<file path="config.mk">
export PLATFORM = sky130hd
export DESIGN_NAME = demux_1x8_deser
export DESIGN_NICKNAME = d
export VERILOG_FILES = /design/src/rtl/demux_pkg.sv /design/src/rtl/lane_dec_1x8.sv /design/src/rtl/demux_1x8_deser.sv
export SDC_FILE = /design/constraint.sdc
export NUM_CORES = 1
export LEC_CHECK = 0
export ABC_AREA = 0
export ABC_CLOCK_PERIOD_IN_PS = 1750
export BUFFER_PORTS_ARGS = -buffer_cell sky130_fd_sc_hd__buf_2
export CORE_MARGIN = 2
export CORE_UTILIZATION = 35
export DETAILED_ROUTE_END_ITERATION = 10
export GPL_ROUTABILITY_DRIVEN = 0
export PLACE_DENSITY_LB_ADDON = 0.25
export RECOVER_POWER = 50
export SLEW_MARGIN = 10
export SYNTH_ARGS = -nofsm -noshare
export SYNTH_HDL_FRONTEND = slang
export SYNTH_HIERARCHICAL = 1
export SYNTH_SLANG_ARGS = --single-unit
</file>
<file path="constraint.sdc">
create_clock -name clk -period 1.75 [get_ports clk]
set_clock_uncertainty 0.05 [all_clocks]
set_input_delay 0.35 -clock clk [delete_from_list [all_inputs] [get_ports clk]]
set_output_delay 0.35 -clock clk [all_outputs]
set_load 0.005 [all_outputs]
</file>
<file path="src/rtl/demux_pkg.sv">
// Shared types and defaults for the serial-to-parallel lane demultiplexer.
package demux_pkg;

    localparam int N_LANES_DEF = 8;

    typedef enum logic {
        IDLE    = 1'b0,
        COLLECT = 1'b1
    } state_e;

endpackage

</file>
<file path="src/rtl/lane_dec_1x8.sv">
// Lane write-enable decoder: binary lane index to one-hot, gated by the accept strobe.
// Purely combinational, no backpressure.
module lane_dec_1x8
    import demux_pkg::*;
#(
    parameter int N_LANES = N_LANES_DEF,
    parameter int SEL_W   = $clog2(N_LANES)
) (
    input  logic [SEL_W-1:0]   sel_i,
    input  logic               stb_i,
    output logic [N_LANES-1:0] wr_en_o
);

    always_comb begin
        wr_en_o = '0;
        if (stb_i) begin
            wr_en_o = N_LANES'(1) << sel_i;
        end
    end

endmodule

</file>
<file path="src/rtl/demux_1x8_deser.sv">
// Serial-to-parallel demux: LSB-first bits after SOF fill lanes 0..N-1, then load a one-entry holding register.
// Frame visible the cycle after its last bit; a frame completing into a full, non-draining register is dropped (sticky overflow).
module demux_1x8_deser
    import demux_pkg::*;
#(
    parameter  int N_LANES = N_LANES_DEF,
    localparam int SEL_W   = $clog2(N_LANES)
) (
    input  logic               clk,
    input  logic               rst_n,
    input  logic               in_bit,
    input  logic               in_valid,
    input  logic               in_sof,
    output logic [N_LANES-1:0] out_data,
    output logic               out_valid,
    input  logic               out_ready,
    output logic [SEL_W-1:0]   lane_sel,
    output logic               framing_err,
    output logic               overflow,
    input  logic               ovf_clr
);

    localparam logic [SEL_W-1:0] LAST_LANE = SEL_W'(N_LANES - 1);

    state_e               state_q, state_d;
    logic [SEL_W-1:0]     lane_sel_q, lane_sel_d;
    logic [N_LANES-1:0]   lanes_q, lanes_d;
    logic [N_LANES-1:0]   out_data_q, out_data_d;
    logic                 out_valid_q, out_valid_d;
    logic                 ferr_q, ferr_d;
    logic                 ovf_q, ovf_d;

    logic                 sof_acc;
    logic                 wr_stb;
    logic [SEL_W-1:0]     wr_idx;
    logic [N_LANES-1:0]   wr_en;
    logic                 complete;
    logic                 load;

    assign sof_acc = in_valid & in_sof;

    always_comb begin
        state_d    = state_q;
        lane_sel_d = lane_sel_q;
        wr_stb     = 1'b0;
        wr_idx     = lane_sel_q;
        complete   = 1'b0;
        ferr_d     = 1'b0;
        case (state_q)
            IDLE: begin
                if (sof_acc) begin
                    wr_stb     = 1'b1;
                    wr_idx     = '0;
                    lane_sel_d = SEL_W'(1);
                    state_d    = COLLECT;
                end
            end
            COLLECT: begin
                // A new SOF restarts the frame at lane 0; the partial frame is abandoned.
                if (sof_acc) begin
                    wr_stb     = 1'b1;
                    wr_idx     = '0;
                    lane_sel_d = SEL_W'(1);
                    ferr_d     = 1'b1;
                end else if (in_valid) begin
                    wr_stb = 1'b1;
                    if (lane_sel_q == LAST_LANE) begin
                        complete   = 1'b1;
                        lane_sel_d = '0;
                        state_d    = IDLE;
                    end else begin
                        lane_sel_d = lane_sel_q + SEL_W'(1);
                    end
                end
            end
        endcase
    end

    lane_dec_1x8 #(
        .N_LANES (N_LANES),
        .SEL_W   (SEL_W)
    ) u_lane_dec (
        .sel_i   (wr_idx),
        .stb_i   (wr_stb),
        .wr_en_o (wr_en)
    );

    always_comb begin
        lanes_d = lanes_q;
        for (int k = 0; k < N_LANES; k++) begin
            if (wr_en[k]) begin
                lanes_d[k] = in_bit;
            end
        end
    end

    // lanes_d already carries the final bit, so the completed frame loads in the same edge.
    assign load        = complete & (~out_valid_q | out_ready);
    assign out_data_d  = load ? lanes_d : out_data_q;
    assign out_valid_d = load | (out_valid_q & ~out_ready);
    assign ovf_d       = (complete & out_valid_q & ~out_ready) | (ovf_q & ~ovf_clr);

    always_ff @(posedge clk or negedge rst_n) begin
        if (!rst_n) begin
            state_q     <= IDLE;
            lane_sel_q  <= '0;
            lanes_q     <= '0;
            out_data_q  <= '0;
            out_valid_q <= 1'b0;
            ferr_q      <= 1'b0;
            ovf_q       <= 1'b0;
        end else begin
            state_q     <= state_d;
            lane_sel_q  <= lane_sel_d;
            lanes_q     <= lanes_d;
            out_data_q  <= out_data_d;
            out_valid_q <= out_valid_d;
            ferr_q      <= ferr_d;
            ovf_q       <= ovf_d;
        end
    end

    assign out_data    = out_data_q;
    assign out_valid   = out_valid_q;
    assign lane_sel    = lane_sel_q;
    assign framing_err = ferr_q;
    assign overflow    = ovf_q;

endmodule
</file>
==> impl_results.md <==
- Run status: finished clean
- Share of post-route cells with drive strength above 1: 56.36%
- Core Region: 2978 µm²
- Final setup fails: 0
- Worst EP arrival: 1.85 ns
- Cell count after synthesis: 79
- Port bufs: 20
- CP Buf/Inv Count: 0
- Mean Syn Cell Area: 13.60 µm²
- Detail Route Antenna Nets: 0
- Synth Area in Compound Gates: 6.752%
- Max Freq: 588.9 MHz
- Pwr/cell area: 1011 nW/µm²
- Chip height: 59.42 µm
- Dominant combinational cell family by area after synthesis: multiplexers
- Maximum fanout along the worst path: 8
- Register area share after synthesis: 53.55%
- Slew headroom: 62.53%
- WL final: 1855 µm
- # clock sinks: 23
- Vias: 718
- Vias in the first global route: 712
- Most used cell along the critical path: mux2_2
- Worst-case clock buffer depth: 2
- Synth Area in Adders: 2.328%
- All-Layer GR Usage: 11.66%
- Yosys warning count: 6
- P&R area growth vs syn: 26.66%
- Synthesized area: 1075 µm²
- 1st-pass router iterations: 2
- Detail-routed via count per cell: 5.021
- Crit. End Element: flop
- Largest net degree at the start of global routing: 24
- Synth top area cells: dfrtp_1 (54%), mux2_2 (17%), and4bb_1 (2.3%)
- Number of DRC markers in iteration 0: 3
- Clk_lat worst skew: 0.30 ns
- Starting Density: 36.09%
- Worst vdd ir: 545.0 µV
- # placed instances: 136
- Detail Placement HPWL: 1293 µm
- Final Hold Viols: 0
- CP Data Required Time: 1.91 ns
- First-pass GRT wire length: 3111 µm
- DRC viols: 0
- Crit share post-route: 97.04%
- Unique cell type count in the Yosys netlist: 26
- Post-synthesis mux area share: 16.76%
- Layout Nets: 120
- Syn_nets: 88
- Leakage power: 0.6816 nW
- Area leader, netlist: dfrtp_1
- Post-DR wirelength/cell: 12.97 µm
- Critical path class: flop to flop
- Max-slew violation count: 0
- Antenna cell count: 0
- CTS tree: yes
- Slowest stage delay, CP: 0.43 ns
- Initial antenna violation count: 0
- CTS Buf Count: 3
- Final min period: 1.698 ns
- Worst Hold Class: input pin to flop
- Worst hold slack: 0.1615 ns
- Die W: 59.42 µm
- Grt total ovfl: 0
- Seq cells post-synth: 23
- Worst slew pin tran: 0.5620 ns
- Crit path launch type: flop
- Cells along the critical path: a21boi_4 -> and4_2 -> mux2_2 -> mux2_2
- Post-Synth Simple-Gate Area: 16.41%
- Synth Area in XOR/XNOR: 0%
- Final setup TNS: 0 ns
- Post-synth top area share: 53.55%
- Final non-filler cell total: 143
- Slowest CP cell: dfrtp_1
- Core Rows: 20
- Die area: 3530 µm²
- CTS root buf: clkbuf_4
- Worst-path clk slew: 0.12 ns
- I/O Pins: 21
- H-tree depth: 1
- Delay-heaviest family, CP: multiplexers
- Max-Cap Viols: 0
[final cells by class]
cell class | instances | area, µm²
Multi-Input combinational cell | 49 | 509.2
Fill cell | 281 | 1617
Sequential cell | 23 | 575.6
Tap cell | 33 | 41.29
Clock inverter | 1 | 5.005
Inverter | 3 | 11.26
Clock buffer | 3 | 22.52
Timing Repair Buffer | 31 | 196.4
[flip-flops by register name, summed over array words and instances, names as in the netlist]
signal / cells
lane_sel: 3
state_q: 1
framing_err: 1
out_valid: 1
lanes_q: 8
out_data: 8
overflow: 1
[worst paths after layout]
path                                   from           to  slack (ns)  depth (start not counted)
worst min register to register   lanes_q[1]   lanes_q[1]        0.46                          1
worst min-delay path                ovf_clr     overflow        0.16                          2
min in group asynchronous             rst_n  lane_sel[1]        0.50                          2
worst max-delay path            lane_sel[0]  out_data[7]        0.05                          4
worst max register to register  lane_sel[0]  out_data[7]        0.05                          4
max in group asynchronous             rst_n  lane_sel[0]        0.78                          2
[cell usage after synthesis (all sizes together)]
| master | n |
|---|---|
| a21oi | 2 |
| mux2 | 16 |
| o22ai | 3 |
| a22o | 1 |
| nand4b | 1 |
| nand3 | 2 |
| nor3b | 1 |
| and4b | 3 |
| and4bb | 3 |
| ha | 2 |
| dfrtp | 23 |
| nand2 | 5 |
| nand2b | 1 |
| buf | 3 |
| clkbuf | 1 |
| and3 | 1 |
| o21a | 3 |
| nor4b | 1 |
| o21ai | 1 |
| a21boi | 1 |
| nor2b | 1 |
| and4 | 1 |
| inv | 3 |
[routing by layer]
layer,up-vias,global-route usage (%),part of all wire (%)
met5,-,0,0
met4,0,5.844,0.54
met3,2,2.183,4.3
met2,14,18.52,48
met1,349,15.09,47
li1,353,-,-
[cells in the final DEF, fill, tap and decap left out, types with 3 or more instances in the layout]
| cell type | Yosys | final |
|---|---|---|
| o22ai_1 | 3 | 3 |
| dfrtp_1 | 23 | 23 |
| buf_2 | 0 | 18 |
| mux2_2 | 16 | 15 |
| buf_4 | 1 | 9 |
| o21a_1 | 3 | 3 |
| clkbuf_4 | 0 | 3 |
| nand2_1 | 5 | 5 |
[logic make-up (layout without fill, tap and decap cells)]
kind of cell / after synthesis / in the layout
adders and majority gates: 2 / 2
buffers and inverters: 7 / 38
and+or+nand+nor: 20 / 20
muxes: 16 / 16
AOI/OAI and AO/OA: 11 / 11
DFF: 23 / 23
[report_power, final]
| part | internal, W | total [W] | switching (W) |
|---|---|---|---|
| clock network | 0.0000852 | 0.000241 | 0.000156 |
| logic | 0.000242 | 0.000420 | 0.000178 |
| registers | 0.000666 | 0.000716 | 0.0000498 |
| total | 0.000993 | 0.00138 | 0.000383 |
[per-stage QoR]
step	cell area, µm²	setup slack, ns	utilization (%)	total power, W
floorplan	1087	0.005055	-	0.0009670
detailed placement	1266	-0.08230	42.52	0.001104
CTS	1329	0.003527	44.62	0.001377
global placement	1266	-0.07638	42.52	0.001092
global route	1361	-0.0004150	45.71	0.001484
finish	1361	0.05185	45.71	0.001377
[what timing repair did]
item                                   4_1_cts  5_1_grt
hold buffers                                 1        0
setup endpoints to repair                    8        8
gates resized for setup                      3        6
pin swaps                                    0        3
buffers inserted                             1        1
endpoints found under the hold margin       23        0
(Power assumes the default switching activity.)
